### src/rtl/a2d_scan_ctrl_pkg.sv
// Shared types and helpers for the A2D round-robin scan controller.
package a2d_scan_ctrl_pkg;

  localparam int CH_W  = 3;
  localparam int RES_W = 12;
  localparam int CMD_W = 16;
  localparam int RD_W  = 16;

  typedef enum logic [2:0] {
    IDLE,
    CMD,
    WAIT_C,
    RD,
    WAIT_R,
    STORE,
    GAP
  } state_t;

  // Channel-select command word understood by the A2D.
  function automatic logic [CMD_W-1:0] a2d_cmd(input logic [CH_W-1:0] ch);
    return {2'b00, ch, 11'h000};
  endfunction

endpackage

### src/rtl/a2d_scan_ctrl_if.sv
// Handshake between the scan controller and the SPI master.
interface a2d_scan_ctrl_if;
  import a2d_scan_ctrl_pkg::*;

  logic             spi_wrt;
  logic [CMD_W-1:0] spi_cmd;
  logic             spi_done;
  logic [RD_W-1:0]  spi_rd;

  modport master (output spi_wrt, output spi_cmd, input spi_done, input spi_rd);
  modport slave  (input spi_wrt, input spi_cmd, output spi_done, output spi_rd);

endinterface

### src/rtl/a2d_scan_ctrl_gap_timer.sv
// 16-bit down-counter timing the idle gap between scans.
// Holds at zero unless loaded; never wraps.
module a2d_scan_ctrl_gap_timer #(
  parameter logic [15:0] LOAD_VAL = 16'd1000
) (
  input  logic clk,
  input  logic rst_n,
  input  logic load,
  input  logic dec,
  input  logic clr,
  output logic last,
  output logic zero
);

  logic [15:0] cnt;

  // Clear wins over load, load wins over decrement.
  always_ff @(posedge clk or negedge rst_n) begin
    if (!rst_n) begin
      cnt <= '0;
    end else if (clr) begin
      cnt <= '0;
    end else if (load) begin
      cnt <= LOAD_VAL;
    end else if (dec && (cnt != 16'd0)) begin
      cnt <= cnt - 16'd1;
    end
  end

  assign last = (cnt == 16'd1);
  assign zero = (cnt == 16'd0);

endmodule

### src/rtl/a2d_scan_ctrl.sv
// Round-robin scan of NUM_CH A2D channels through the SPI master.
// Each channel: select command, read-back, then store the 12-bit result.
//
//  state  | meaning
//  IDLE   | scanning disabled, waiting for en
//  CMD    | issue channel-select transaction
//  WAIT_C | wait for fresh done edge of the select
//  RD     | issue read-back transaction (same command)
//  WAIT_R | wait for fresh done edge of the read-back
//  STORE  | latch result, advance channel or finish scan
//  GAP    | idle gap between scans
module a2d_scan_ctrl
  import a2d_scan_ctrl_pkg::*;
#(
  parameter int          NUM_CH   = 5,
  parameter logic [15:0] SCAN_GAP = 16'd1000
) (
  input  logic              clk,
  input  logic              rst_n,
  input  logic              en,
  a2d_scan_ctrl_if.master   spi,
  input  logic [CH_W-1:0]   rd_ch,
  output logic [RES_W-1:0]  rd_val,
  output logic [NUM_CH-1:0] ch_valid,
  output logic              scan_done
);

  localparam int             NUM_SLOTS = 1 << CH_W;
  localparam logic [CH_W-1:0] LAST_CH  = CH_W'(NUM_CH - 1);
  localparam logic [CH_W:0]   NUM_CH_V = (CH_W + 1)'(NUM_CH);

  state_t            state;
  logic [CH_W-1:0]   ch;
  logic              spi_done_q;
  logic              done_rise;
  logic [RES_W-1:0]  res [NUM_SLOTS];
  logic              gap_load;
  logic              gap_dec;
  logic              gap_clr;
  logic              gap_last;
  logic              gap_zero;
  logic              unused_rd_hi;

  // Only the low 12 bits of the read-back carry the conversion.
  assign unused_rd_hi = ^spi.spi_rd[RD_W-1:RES_W];

  // Delay spi_done so a level left high from an earlier transfer is not seen as completion.
  always_ff @(posedge clk or negedge rst_n) begin
    if (!rst_n) begin
      spi_done_q <= 1'b0;
    end else begin
      spi_done_q <= spi.spi_done;
    end
  end

  assign done_rise = spi.spi_done & ~spi_done_q;

  assign gap_load = (state == STORE) && (ch == LAST_CH);
  assign gap_dec  = (state == GAP) && en;
  assign gap_clr  = (state == GAP) && !en;

  a2d_scan_ctrl_gap_timer #(
    .LOAD_VAL(SCAN_GAP)
  ) u_gap_timer (
    .clk  (clk),
    .rst_n(rst_n),
    .load (gap_load),
    .dec  (gap_dec),
    .clr  (gap_clr),
    .last (gap_last),
    .zero (gap_zero)
  );

  // Sequencing FSM with registered SPI strobe, command, scan_done and valid flags.
  always_ff @(posedge clk or negedge rst_n) begin
    if (!rst_n) begin
      state       <= IDLE;
      ch          <= '0;
      spi.spi_wrt <= 1'b0;
      spi.spi_cmd <= '0;
      scan_done   <= 1'b0;
      ch_valid    <= '0;
    end else begin
      spi.spi_wrt <= 1'b0;
      scan_done   <= 1'b0;
      case (state)
        IDLE: begin
          if (en) begin
            ch    <= '0;
            state <= CMD;
          end
        end
        CMD: begin
          spi.spi_cmd <= a2d_cmd(ch);
          spi.spi_wrt <= 1'b1;
          state       <= WAIT_C;
        end
        WAIT_C: begin
          if (done_rise) state <= RD;
        end
        RD: begin
          spi.spi_wrt <= 1'b1;
          state       <= WAIT_R;
        end
        WAIT_R: begin
          if (done_rise) state <= STORE;
        end
        STORE: begin
          ch_valid[ch] <= 1'b1;
          if (ch == LAST_CH) begin
            scan_done <= 1'b1;
            ch        <= '0;
            state     <= GAP;
          end else if (en) begin
            ch    <= ch + 3'd1;
            state <= CMD;
          end else begin
            state <= IDLE;
          end
        end
        GAP: begin
          // Leave on the edge the counter reaches zero, giving exactly SCAN_GAP idle clocks.
          if (!en) begin
            state <= IDLE;
          end else if (gap_last || gap_zero) begin
            state <= CMD;
          end
        end
        default: state <= IDLE;
      endcase
    end
  end

  // Per-channel result register file, written once per conversion.
  always_ff @(posedge clk or negedge rst_n) begin
    if (!rst_n) begin
      for (int i = 0; i < NUM_SLOTS; i++) begin
        res[i] <= '0;
      end
    end else if (state == STORE) begin
      res[ch] <= spi.spi_rd[RES_W-1:0];
    end
  end

  assign rd_val = ({1'b0, rd_ch} < NUM_CH_V) ? res[rd_ch] : '0;

endmodule

### src/flat_wrapper.sv
// flat-port wrapper written by rule: the top's interface ports become plain ports
module a2d_scan_ctrl_flat import a2d_scan_ctrl_pkg::*;
#(
  parameter int          NUM_CH   = 5,
  parameter logic [15:0] SCAN_GAP = 16'd1000
)
  (clk, rst_n, en, rd_ch, rd_val, ch_valid, scan_done, spi_spi_wrt, spi_spi_cmd, spi_spi_done, spi_spi_rd);
  a2d_scan_ctrl_if spi_i ();
  input  logic clk;
  input  logic rst_n;
  input  logic en;
  input  logic [CH_W-1:0] rd_ch;
  output logic [RES_W-1:0] rd_val;
  output logic [NUM_CH-1:0] ch_valid;
  output logic scan_done;
  output wire logic [$bits(spi_i.spi_wrt)-1:0] spi_spi_wrt;
  output wire logic [$bits(spi_i.spi_cmd)-1:0] spi_spi_cmd;
  input wire logic [$bits(spi_i.spi_done)-1:0] spi_spi_done;
  input wire logic [$bits(spi_i.spi_rd)-1:0] spi_spi_rd;
  assign spi_spi_wrt = spi_i.spi_wrt;
  assign spi_spi_cmd = spi_i.spi_cmd;
  assign spi_i.spi_done = spi_spi_done;
  assign spi_i.spi_rd = spi_spi_rd;
  a2d_scan_ctrl #(.NUM_CH(NUM_CH), .SCAN_GAP(SCAN_GAP)) u_core (.clk(clk), .rst_n(rst_n), .en(en), .spi(spi_i), .rd_ch(rd_ch), .rd_val(rd_val), .ch_valid(ch_valid), .scan_done(scan_done));
endmodule
### config.mk
export PLATFORM = sky130hd
export DESIGN_NAME = a2d_scan_ctrl_flat
export DESIGN_NICKNAME = d
export VERILOG_FILES = /design/src/rtl/a2d_scan_ctrl_pkg.sv /design/src/rtl/a2d_scan_ctrl_if.sv /design/src/rtl/a2d_scan_ctrl_gap_timer.sv /design/src/rtl/a2d_scan_ctrl.sv /design/src/flat_wrapper.sv
export SDC_FILE = /design/constraint.sdc
export NUM_CORES = 1
export LEC_CHECK = 0
export CORE_MARGIN = 2
export CORE_UTILIZATION = 54
export CTS_BUF_LIST = sky130_fd_sc_hd__clkbuf_8 sky130_fd_sc_hd__clkbuf_16
export DETAILED_ROUTE_END_ITERATION = 12
export PLACE_DENSITY = 0.75
export SYNTH_ARGS = -nofsm -noshare
export SYNTH_HDL_FRONTEND = slang
export SYNTH_SLANG_ARGS = --single-unit
### constraint.sdc
create_clock -name clk -period 2 [get_ports clk]
set_input_delay 0.4 -clock clk [delete_from_list [all_inputs] [get_ports clk]]
set_output_delay 0.4 -clock clk [all_outputs]
set_load 0.03 [all_outputs]
==> results.ini, run 1 <==
[logic_synthesis]
synth_top_cell_by_area = dfrtp_1
synth_warnings = 0
syn_avg_cell_area_um2 = 11.7
yosysSeqAreaShare_pct = 50.5
netlist_area_um2 = 4610
synth_edf_count = 0
synth_area_leaders = dfrtp_1 50%, mux2_2 13%, mux2i_1 5.6%, mux2_4 2.9%, a21oi_1 2.5%
synth-seq-cells = 93
synth_ff_type = dfrtp_1
async_flop_share_pct = 100
synth_top_area_share_pct = 50.5
synth.top_cells.by_count = 93 x dfrtp_1, 54 x mux2_2, 29 x nor2_1
yosysMostFrequentCell = dfrtp_1
ys_types = 49
syn_inst = 394

[timing]
max_freq_mhz = 509
report.final.slew_viol_count = 0
finalSetupViolations = 0
skew_ns = 0.00475
setup_ws_ns = 0.0336
hold_violations = 0
rsz0062_at_grt = no
fin_crit_sh_pct = 98.3
post-route-min-period_ns = 1.97

[drt]
drc = 0
drtAntennaViolNets = 0
dr.pass1.iters = 4
drtIter0Drc = 70
routedWlPerCell_um = 16.6
vias = 3128
wl_mm = 9.42
vias_per_cell = 5.53

[global_route]
grt_pass1_vias = 3162
antenna_found_initial = 0
grt_max_degree = 38
grt_util_all_layers_pct = 21.5
grt_remaining_overflow = 0
grt_pass1_wl_mm = 15.2

[cts]
cts_tree = yes
cts-buffers-inserted = 9
clock_sink_count = 93
clk_transition_reported_paths_ns = 0.09
postCtsSetupBuffers = 0
ctsHtreeMaxLevel = 3
clockBufferDepth = 2
root_buffer = clkbuf_8
clkLatencyLatePin_ns = 0.34

[setup_path]
startpoint_type = primary input
worstPathArrival_ns = 1.57
worstSetupStartpoint = rd_ch[1]
crit_fanout = 4
critPathKind = in2out
required_ns = 1.60
endpoint_kind = primary output
r2r_start = u_core.u_gap_timer.cnt[13]

[placement]
place_area_um2 = 5270
place_congestion = 0.863
dp.cells = 550
hpwl_mm = 6.56
port_buffers = 40
pre_cts_ws_ns = -0.304

[finish]
diodes = 0
multi_input_area_um2 = 2180
nets = 484
drive_above_1_share_pct = 33.6
fin_cells = 566
regArea_um2 = 2330
fill_cells = 604
synthToLayoutAreaGrowth_pct = 21.1
final_cell_area_um2 = 5580

[floorplanning]
core.rowCount = 33
die_w_um = 96.4
die_area_um2 = 9290
coreArea_um2 = 8260
ios = 58
initial_core_util_pct = 55.8
die_y_um = 96.4

[min_path]
hold_start = u_core.ch_valid[0]
worstHoldPathType = reg2reg

[power]
p_per_area_nw_per_um2 = 1210
power.leakage_nw = 2.64
irDropWorstVdd_v = 0.000697

[run_status]
status = complete, no violations

[job]
cap_violations = 0

## flip-flops by register name (all words and copies together), names as in the netlist
| register | flops |
|---|---|
| u_core.spi_done_q | 1 |
| u_core.spi.spi_cmd | 3 |
| u_core.scan_done | 1 |
| u_core.ch | 3 |
| u_core.spi.spi_wrt | 1 |
| u_core.res | 60 |
| u_core.ch_valid | 5 |
| u_core.u_gap_timer.cnt | 16 |
| u_core.state | 3 |
## cell families (layout without fill, tap and decap cells)
logic type	after synthesis	after routing	synth area share, %
simple gates	96	96	11.6
flops	93	93	50.5
mux	89	89	21.8
compound gates	59	59	7.92
buf+inv	44	99	5.51
xor+xnor	8	8	1.52
fa+ha+maj	4	4	1.09
other cells	1	13	0.0813
## stage by stage
step,utilization (%),hold slack (ns),setup TNS (ns),power (W)
2_1_floorplan,-,0.104,0,0.00445
3_3_place_gp,63.9,0.385,-2.96,0.00506
3_5_place_dp,63.9,0.391,-2.97,0.00516
4_1_cts,67.4,0.478,0,0.00678
5_1_grt,67.6,0.494,0,0.00718
6_report,67.6,0.478,0,0.00677
## final timing paths
path	slack, ns	depth (start not counted)	to
worst max-delay path	0.03	5	rd_val[10]
worst min-delay path	0.48	1	u_core.ch_valid[0]
worst max register to register	0.08	4	u_core.state[2]
worst min register to register	0.48	1	u_core.ch_valid[0]
max in group asynchronous	0.84	3	u_core.spi_done_q
min in group asynchronous	0.53	2	u_core.res[52]
## final cells by class
| type | count | share of cell area, % |
|---|---|---|
| clock buffer | 10 | 2.46 |
| clock inverter | 5 | 2.22 |
| inverter | 8 | 0.538 |
| multi-input combinational | 269 | 39.0 |
| sequential | 93 | 41.7 |
| tap | 105 | 2.35 |
| timing repair buffer | 76 | 11.7 |
## what timing repair did
item | CTS | global route
gates resized for setup | 9 | 6
hold buffers | 1 | 0
setup endpoints to repair | 12 | 12
endpoints found under the hold margin | 1 | 0
## power breakdown
part / leakage [nW] / internal (W) / switching [W]
combinational: 1.34 / 0.00117 / 0.00114
sequential: 1.16 / 0.00242 / 0.000448
clock: 0.134 / 0.000980 / 0.000611
total: 2.64 / 0.00457 / 0.00219
## cells in the final DEF (no fill, tap or decap), types with 3 or more instances in the layout
cell / synthesis / routed
dfrtp_1: 93 / 93
mux2_2: 54 / 54
buf_4: 15 / 45
nor2_1: 29 / 29
mux2i_1: 26 / 26
clkdlybuf4s50_1: 0 / 25
a21oi_1: 23 / 23
nand2_1: 19 / 19
conb_1: 1 / 13
o22ai_2: 0 / 11
clkbuf_8: 0 / 10
mux2_4: 9 / 9
inv_1: 8 / 9
xnor2_1: 8 / 8
o21ai_0: 7 / 7
nand3_1: 5 / 5
nand2b_1: 5 / 5
nor4_2: 2 / 5
nor3_1: 5 / 4
ha_1: 4 / 4
bufinv_16: 0 / 4
and2_1: 3 / 3
nor2b_1: 4 / 3
o22ai_1: 14 / 3
and4b_1: 3 / 3
or3_1: 3 / 3
## worst max-delay path, cell delays in order
cell and delay (ns):
clkdlybuf4s50_1 0.43, buf_4 0.17, buf_4 0.16, o22ai_2 0.21
buf_4 0.20
## routing by layer
metal	wire length (um)	vias to the layer above	part of all wire, %	track usage [%]
li1	-	1499	-	-
met3	309	13	3.3	4.42
met4	154	0	1.6	8.22
met1	4220	1555	45	27.1
met5	0	-	0	0
met2	4730	61	50	36.6
(Power assumes the default switching activity.)
==> run 2: changes to the inputs <==
--- a/config.mk
+++ b/config.mk
@@ -6,10 +6,11 @@
 export NUM_CORES = 1
 export LEC_CHECK = 0
 export CORE_MARGIN = 2
-export CORE_UTILIZATION = 54
+export CORE_UTILIZATION = 42
 export CTS_BUF_LIST = sky130_fd_sc_hd__clkbuf_8 sky130_fd_sc_hd__clkbuf_16
 export DETAILED_ROUTE_END_ITERATION = 12
-export PLACE_DENSITY = 0.75
+export PLACE_DENSITY = 0.6
+export SETUP_SLACK_MARGIN = 0.2
 export SYNTH_ARGS = -nofsm -noshare
 export SYNTH_HDL_FRONTEND = slang
 export SYNTH_SLANG_ARGS = --single-unit
==> run 2 against run 1 <==
Wire length up 6.3%. Combinational power rose by 18%. Die area increased by 27%. Critical path depth is 1 higher. First-iteration DRC count grew 40%. Via count grew 3.1%. Clock skew increased by 0.0071 ns. Sequential share of layout area decreased by 2.7 points. Sequential power barely moved. Cell count rose by 9.7%. Highest routed layer unchanged. Total power increased by 2.2%.
==> results.ini, run 2 (same netlist as run 1, synthesis figures left out) <==
[run_status]
status = complete, no violations

[placement]
port_buffers = 40  ; unchanged
dp.cells = 589  ; +7.1%
place_congestion = 0.795  ; -7.9%
hpwl_mm = 6.65  ; +1.4%
pre_cts_ws_ns = -0.238  ; +0.0657 ns

[power]
irDropWorstVdd_v = 0.000841  ; +21%
power.leakage_nw = 2.84  ; +7.4%
power.internal_w = 0.00446  ; -2.5%
clock_power_share_pct = 19.1  ; -4.4 points
p_per_area_nw_per_um2 = 1160  ; -4.7%
combPwrFrac_pct = 39.4  ; +5.3 points
swShare_pct = 35.5  ; +3.1 points
switchingPower_w = 0.00245  ; +12%
pwr-share-seq_pct = 41.4  ; -1.0 points

[drt]
dr.pass1.iters = 6  ; +2
routedWlPerCell_um = 16.1  ; -3.1%
vias = 3225  ; +3.1%
vias_per_cell = 5.19  ; -6.0%
drtIter0Drc = 98  ; +40%
wl_mm = 10.0  ; +6.3%
drc = 0  ; unchanged
drtAntennaViolNets = 0  ; unchanged

[setup_path]
crit_fanout = 6  ; +2
required_ns = 2.25  ; +0.65 ns
startpoint_type = register
max_stage_delay_ns = 0.55  ; +0.12 ns
crit_chain = or4_4 > and4b_1 > buf_4 > o21ai_4 > a21oi_2 > a21oi_1
slowest_stage = or4_4
worstPathArrival_ns = 2.07  ; +0.50 ns
endpoint_kind = register
critPathKind = reg2reg

[floorplanning]
core.rowCount = 38  ; +15%
initial_core_util_pct = 42.7  ; -13 points
die_area_um2 = 11800  ; +27%
coreArea_um2 = 10800  ; +31%
die_y_um = 109  ; +13%
ios = 58  ; unchanged
die_w_um = 109  ; +13%

[timing]
fin_crit_sh_pct = 90.9  ; -7.4 points
report.final.slew_viol_count = 0  ; unchanged
whs_ns = 0.470  ; -0.00848 ns
post-route-min-period_ns = 1.82  ; -0.148 ns
max_freq_mhz = 550  ; +8.2%
finalSetupViolations = 0  ; unchanged
skew_ns = 0.0118  ; +0.00710 ns
setup_ws_ns = 0.182  ; +0.148 ns
rsz0062_at_grt = yes
hold_violations = 0  ; unchanged

[finish]
largest_register_ffs = 60  ; unchanged
top_register = u_core.res
largest_registers = u_core.res: 60 flops, u_core.u_gap_timer.cnt: 16 flops, u_core.ch_valid: 5 flops
nets = 503  ; +3.9%
fin_cells = 621  ; +9.7%
synthToLayoutAreaGrowth_pct = 29.9
drive_above_1_share_pct = 42.4  ; +8.8 points
diodes = 0  ; unchanged
final_cell_mix = 90 x dfrtp_1, 54 x mux2_2, 44 x buf_4
layout_commonest_cell = dfrtp_1

[global_route]
grt_pass1_wl_mm = 16.0  ; +5.5%
grt_max_degree = 36  ; -5.3%
grt_pass1_vias = 3202  ; +1.3%
grt_util_all_layers_pct = 17.8  ; -3.7 points
antenna_found_initial = 0  ; unchanged
grt_remaining_overflow = 0  ; unchanged

[cts]
cts_tree = yes
clkLatencyLatePin_ns = 0.38  ; +0.04 ns
cts-buffers-inserted = 9  ; unchanged
root_buffer = clkbuf_8
ctsHtreeMaxLevel = 3  ; unchanged
clock_sink_count = 93  ; unchanged
clk_transition_reported_paths_ns = 0.09  ; about the same
clockBufferDepth = 2  ; unchanged

[min_path]
worstHoldPathType = reg2reg

[job]
cap_violations = 0  ; unchanged

==> run 2: cell count changes in the layout (fill, tap and decap cells not counted), moves of 4 or more <==
cell and change:
a21oi_1 -10, a21oi_2 +10, buf_12 +4, buf_6 +15
clkdlybuf4s50_1 -11, dlygate4sd2_1 +8
==> run 2: layout make-up <==
type                    count  area [um^2]
repair buffers             95          940
fillers                   941         4810
clock inverters             6         66.3
well taps                 140          175
clock buffers              10          138
multi-input cells         269         2310
flip-flops and latches     93         2330
inverters                   8         30.0
==> run 2: power groups by stage <==
stage / Sequential (W) / Clock [W] / Combinational (W)
2_1_floorplan: 0.00287 / 0 / 0.00158
3_3_place_gp: 0.00284 / 0 / 0.00231
3_5_place_dp: 0.00286 / 0 / 0.00235
4_1_cts: 0.00283 / 0.00137 / 0.00249
5_1_grt: 0.00294 / 0.00144 / 0.00296
6_report: 0.00287 / 0.00132 / 0.00273
==> run 2: worst paths after layout <==
path / startpoint / slack [ns] / depth (start not counted) / end
setup / recovery: u_core.u_gap_timer.cnt[14] / 0.18 / 6 / u_core.u_gap_timer.cnt[5]
hold / removal: u_core.ch_valid[2] / 0.47 / 1 / u_core.ch_valid[2]
setup reg to reg: u_core.u_gap_timer.cnt[14] / 0.18 / 6 / u_core.u_gap_timer.cnt[5]
hold reg to reg: u_core.ch_valid[2] / 0.47 / 1 / u_core.ch_valid[2]
max in group asynchronous: rst_n / 0.91 / 3 / u_core.state[0]
min in group asynchronous: rst_n / 0.52 / 2 / u_core.res[69]
==> run 2: critical path: cells and delay by family (launching register included) <==
kind,cells,cell delay [ns]
compound gates,3,0.27
buf+inv,1,0.17
flops,1,0.39
simple gates,2,0.86
==> run 2: per-stage QoR <==
step	TNS, ns	power (W)	utilization [%]	area, um^2
after global placement	-2.51	0.00514	50.1	5400
after CTS	0	0.00669	53.8	5800
final	0	0.00692	55.5	5990
after floorplan	0	0.00445	-	4730
after global routing	0	0.00733	55.5	5990
after detailed placement	-2.69	0.00521	50.1	5400
==> run 2: per-layer routing <==
layer	part of all wire [%]	up-vias	global-route usage [%]
met2	52	57	30.8
li1	-	1539	-
met1	43	1616	21.3
met3	3.7	13	5.68
met4	1.2	0	5.31
met5	0	-	0
==> run 2: repair_timing <==
item | in CTS | in global routing
pin swaps | 7 | 19
endpoints found under the setup margin | 38 | 46
hold buffers | 1 | 0
resized for setup | 40 | 39
buffers inserted | 6 | 7
cloned | 2 | 0
endpoints found under the hold margin | 33 | 0
==> run 3: changes to the inputs <==
--- a/config.mk
+++ b/config.mk
@@ -9,8 +9,9 @@
 export CORE_UTILIZATION = 42
 export CTS_BUF_LIST = sky130_fd_sc_hd__clkbuf_8 sky130_fd_sc_hd__clkbuf_16
 export DETAILED_ROUTE_END_ITERATION = 12
-export PLACE_DENSITY = 0.6
+export PLACE_DENSITY = 0.59
 export SETUP_SLACK_MARGIN = 0.2
 export SYNTH_ARGS = -nofsm -noshare
 export SYNTH_HDL_FRONTEND = slang
 export SYNTH_SLANG_ARGS = --single-unit
+export TNS_END_PERCENT = 1
==> run 3 against run 2 <==
Maximum frequency is 2.1% lower. Final area is 2.6% lower. Die area stayed put.
==> results.ini, run 3 (same netlist as run 1, synthesis figures left out) <==
[setup_path]
startpoint_type = register
critPathKind = reg2reg
crit_fanout = 7  ; +1
worstPathArrival_ns = 2.09  ; +0.02 ns
required_ns = 2.24  ; about the same
endpoint_kind = register

[finish]
fill_cells = 939  ; -0.21%
synthToLayoutAreaGrowth_pct = 26.5
layout_commonest_cell = dfrtp_1
drive_above_1_share_pct = 40.0  ; -2.4 points
diodes = 0  ; unchanged
multi_input_area_um2 = 2310  ; +0.27%
final_cell_mix = 90 x dfrtp_1, 54 x mux2_2, 45 x buf_4
regArea_um2 = 2330  ; unchanged
nets = 495  ; -1.6%
fin_cells = 610  ; -1.8%
final_util_pct = 54.0  ; -1.4 points
largest_registers = u_core.res: 60 flops, u_core.u_gap_timer.cnt: 16 flops, u_core.ch_valid: 5 flops
top_register = u_core.res
largest_register_ffs = 60  ; unchanged

[cts]
root_buffer = clkbuf_8
clock_sink_count = 93  ; unchanged
cts_tree = yes
clk_transition_reported_paths_ns = 0.08  ; about the same
clockBufferDepth = 2  ; unchanged
clkLatencyLatePin_ns = 0.36  ; -0.02 ns
cts-buffers-inserted = 9  ; unchanged
ctsHtreeMaxLevel = 3  ; unchanged

[run_status]
status = complete, no violations

[global_route]
antenna_found_initial = 0  ; unchanged
grt_remaining_overflow = 0  ; unchanged
grt_pass1_wl_mm = 16.5  ; +2.9%
grt_util_all_layers_pct = 18.1  ; +0.30 points
grt_pass1_vias = 3335  ; +4.2%
grt_max_degree = 40  ; +11%

[placement]
place_congestion = 0.793  ; -0.33%
dp.cells = 587  ; -0.34%
hpwl_mm = 6.64  ; about the same
port_buffers = 40  ; unchanged

[drt]
vias = 3192  ; -1.0%
drtIter0Drc = 105  ; +7.1%
dr.pass1.iters = 4  ; -2
routedWlPerCell_um = 16.0  ; -1.0%
drtAntennaViolNets = 0  ; unchanged
drc = 0  ; unchanged
vias_per_cell = 5.23  ; +0.76%
wl_mm = 9.74  ; -2.8%

[floorplanning]
die_area_um2 = 11800  ; unchanged
core.rowCount = 38  ; unchanged
ios = 58  ; unchanged
die_w_um = 109  ; unchanged
initial_core_util_pct = 42.7  ; unchanged
coreArea_um2 = 10800  ; unchanged
die_y_um = 109  ; unchanged

[power]
clock_power_share_pct = 17.4  ; -1.7 points
pwr-share-seq_pct = 43.2  ; +1.8 points
switchingPower_w = 0.00231  ; -5.7%
swShare_pct = 34.8  ; -0.72 points
irDropWorstVdd_v = 0.000650  ; -23%
p_per_area_nw_per_um2 = 1140  ; -1.2%
combPwrFrac_pct = 39.5  ; about the same
power.leakage_nw = 2.70  ; -4.9%
power.internal_w = 0.00434  ; -2.7%

[timing]
report.final.slew_viol_count = 0  ; unchanged
hold_violations = 0  ; unchanged
skew_ns = 0.00768  ; -0.00417 ns
fin_crit_sh_pct = 92.8  ; +1.9 points
post-route-min-period_ns = 1.86  ; +0.0389 ns
rsz0062_at_grt = yes
max_freq_mhz = 539  ; -2.1%
finalSetupViolations = 0  ; unchanged

[min_path]
worstHoldPathType = reg2reg

[job]
cap_violations = 0  ; unchanged

-- run 3: cell types whose count changed in the layout (fill, tap and decap cells not counted), sizes merged --
cell | previous run | this run
clkdlybuf4s50 | 14 | 24
dlygate4sd2 | 9 | 1
buf | 67 | 60
inv | 11 | 9
bufbuf | 1 | 0
clkbuf | 11 | 10
clkdlybuf4s15 | 1 | 0
dlymetal6s2s | 1 | 0
-- run 3: layout make-up --
| cell class | count | area share [%] |
|---|---|---|
| timing repair buffer | 87 | 13.9 |
| tap | 140 | 3.00 |
| multi-input combinational | 269 | 39.7 |
| clock inverter | 4 | 0.751 |
| clock buffer | 9 | 2.12 |
| sequential | 93 | 40.0 |
| inverter | 8 | 0.515 |
-- run 3: metrics by stage --
stage	worst slack [ns]	hold slack [ns]	setup TNS [ns]	total power, W	instance area (um^2)
floorplan	0.0672	0.104	0	0.00445	4730
global placement	-0.225	0.355	-2.36	0.00513	5360
detailed placement	-0.218	0.362	-2.46	0.00520	5360
CTS	0.153	0.473	0	0.00655	5720
global route	0.0919	0.488	0	0.00714	5830
finish	0.143	0.472	0	0.00666	5830
-- run 3: path summary, 6_finish.rpt --
kind	startpoint	to	slack (ns)	depth (start not counted)
worst max-delay path	u_core.u_gap_timer.cnt[11]	u_core.u_gap_timer.cnt[13]	0.14	6
worst min-delay path	u_core.ch_valid[0]	u_core.ch_valid[0]	0.47	1
worst max register to register	u_core.u_gap_timer.cnt[11]	u_core.u_gap_timer.cnt[13]	0.14	6
worst min register to register	u_core.ch_valid[0]	u_core.ch_valid[0]	0.47	1
max in group asynchronous	rst_n	u_core.ch[0]	0.80	3
min in group asynchronous	rst_n	u_core.res[69]	0.51	2
-- run 3: power by group through the flow --
stage | sequential [W] | clock [W] | combinational [W]
2_1_floorplan | 0.00287 | 0 | 0.00158
3_3_place_gp | 0.00284 | 0 | 0.00229
3_5_place_dp | 0.00287 | 0 | 0.00234
4_1_cts | 0.00285 | 0.00120 | 0.00249
5_1_grt | 0.00296 | 0.00128 | 0.00290
6_report | 0.00287 | 0.00116 | 0.00263
-- run 3: what timing repair did --
action                                 in CTS  in global routing
pin swaps                                   7                  5
cloned                                      1                  0
setup endpoints to repair                  29                 56
resized for setup                          37                 22
endpoints found under the hold margin      28                  0
buffers inserted                            5                  3
hold buffers                                1                  0
-- run 3: critical path: stages, from the launching register on --
cell,delay (ns)
dfrtp_1,0.39
or4_4,0.57
and4b_1,0.32
buf_6,0.17
nor4_4,0.06
xnor2_1,0.17
nor2_1,0.06
-- run 3: metal layers --
layer,vias up,track usage [%],wire (um)
li1,1518,-,-
met1,1618,22.3,4270
met2,46,32.2,5080
met3,10,4.84,302
met4,0,3.57,86
met5,-,0,0
==> edit (settings of run 2) <==
Re-encode `state_t` (7 states) as one-hot, 7 bits wide.
--- a/src/rtl/a2d_scan_ctrl_pkg.sv
+++ b/src/rtl/a2d_scan_ctrl_pkg.sv
@@ -7,12 +7,12 @@
   localparam int RD_W  = 16;
 
-  typedef enum logic [2:0] {
-    IDLE,
-    CMD,
-    WAIT_C,
-    RD,
-    WAIT_R,
-    STORE,
-    GAP
+  typedef enum logic [6:0] {
+    IDLE   = 7'b0000001,
+    CMD    = 7'b0000010,
+    WAIT_C = 7'b0000100,
+    RD     = 7'b0001000,
+    WAIT_R = 7'b0010000,
+    STORE  = 7'b0100000,
+    GAP    = 7'b1000000
   } state_t;
 
Behaviour: same outputs for any inputs over 10 cycles, from zero or initial values and one cycle with rst_n low; not proved beyond that.
==> edit against run 2 <==
- the flow now finishes with violations (hold timing, setup timing)
- worst setup slack got worse by 270 ps
- final area increased by 18%
- non-clock buffer count increased by 38
- sequential cell count increased by 4
- area after synthesis increased by 4.5%
- wire length increased by 27%
- critical endpoint is now u_core.u_gap_timer.cnt[13]
- largest cell class is now multi-input combinational cells
- highest routed layer unchanged
Power is not compared: it rests on default switching activity, and its combinational part moved more than twofold at a synthesized area within 25%.
==> edit: results (changes against run 2) <==
share of cells above drive strength 1 - 46.9% (+4.5 points)
largest net degree at the start of global routing - 52 (+44%)
violated checks - hold timing, setup timing
min-delay worst type - input port to asynchronous set/reset pin
CTS resizes - 110 (+180%)
status - finished, violations left
final hold viol count - 1 (+1)
Top Registers - u_core.res: 60 flops, u_core.u_gap_timer.cnt: 16 flops, u_core.state: 7 flops
Total GRT Usage - 19.8% (+2.0 points)
# setup viols final - 53 (+53)
Worst Slack Setup Final - -85.1 ps (-267 ps)
worst skew pair latency - 350 ps (-30 ps)
routed len/inst - 18.3 um (+14%)
WHS - -3.84 ps (-473 ps)
Post-synth top cells - dfrtp_1, mux2_2, nor2_1
Critical Path Max Stage Delay - 590 ps (+40 ps)
Nets - 574 (+14%)
vias per inst - 5.35 (+3.1%)
initial DRC count - 197 (+100%)
CP max stage cell - or4b_4
clk_skew - 10.4 ps (-1.44 ps)
drt pass-1 iters - 4 (-2)
Routability Congestion - 0.870 (+9.4%)
Post-DP HPWL - 7470 um (+12%)
register area share after synthesis - 50.4% (about the same)
crit-path max FO - 4 (-2)
-- edit: area by class of cell --
cell class / count / area (um^2) / area share [%]
clock buffers: 9 / 225 / 3.20
multi-input cells: 293 / 2770 / 39.4
clock inverters: 7 / 75.1 / 1.07
well taps: 143 / 179 / 2.54
repair buffers: 133 / 1310 / 18.6
inverters: 13 / 48.8 / 0.693
flip-flops and latches: 97 / 2430 / 34.5
-- edit: per-layer routing --
metal	global-route usage, %	part of all wire, %
met1	25.5	43
met2	35.2	53
met3	3.83	2.7
met4	3.95	1.2
met5	0	0
-- edit: kinds of logic (layout without fill, tap and decap cells) --
kind of cell	after synthesis	after routing	share of synthesized area, %
muxes	86	86	19.5
DFF	97	97	50.4
adders and majority gates	4	4	1.04
and+or+nand+nor	116	116	13.5
other	1	13	0.0779
xor gates and xnor gates	9	9	1.64
buffers and inverters	50	162	5.46
AOI/OAI and AO/OA	65	65	8.39
-- edit: path summary, 6_finish.rpt --
kind                                    start                    endpoint  slack [ps]  cells after the start
max                           u_core.state[4]  u_core.u_gap_timer.cnt[13]         -90                      5
min                                     rst_n          u_core.ch_valid[2]          -4                      1
min in group clk           u_core.ch_valid[2]          u_core.ch_valid[2]         470                      1
min reg2reg                u_core.ch_valid[2]          u_core.ch_valid[2]         470                      1
max in group asynchronous               rst_n             u_core.state[0]        1330                      2
max reg2reg                   u_core.state[4]  u_core.u_gap_timer.cnt[13]         -90                      5
-- edit: per-stage QoR --
stage / cells / setup slack, ps / cell area (um^2)
global route: 695 / -157 / 7040
global placement: 653 / -338 / 5860
finish: 695 / -85.1 / 7040
floorplan: 440 / -104 / 5010
detailed placement: 653 / -379 / 5860
CTS: 679 / -62.6 / 6630
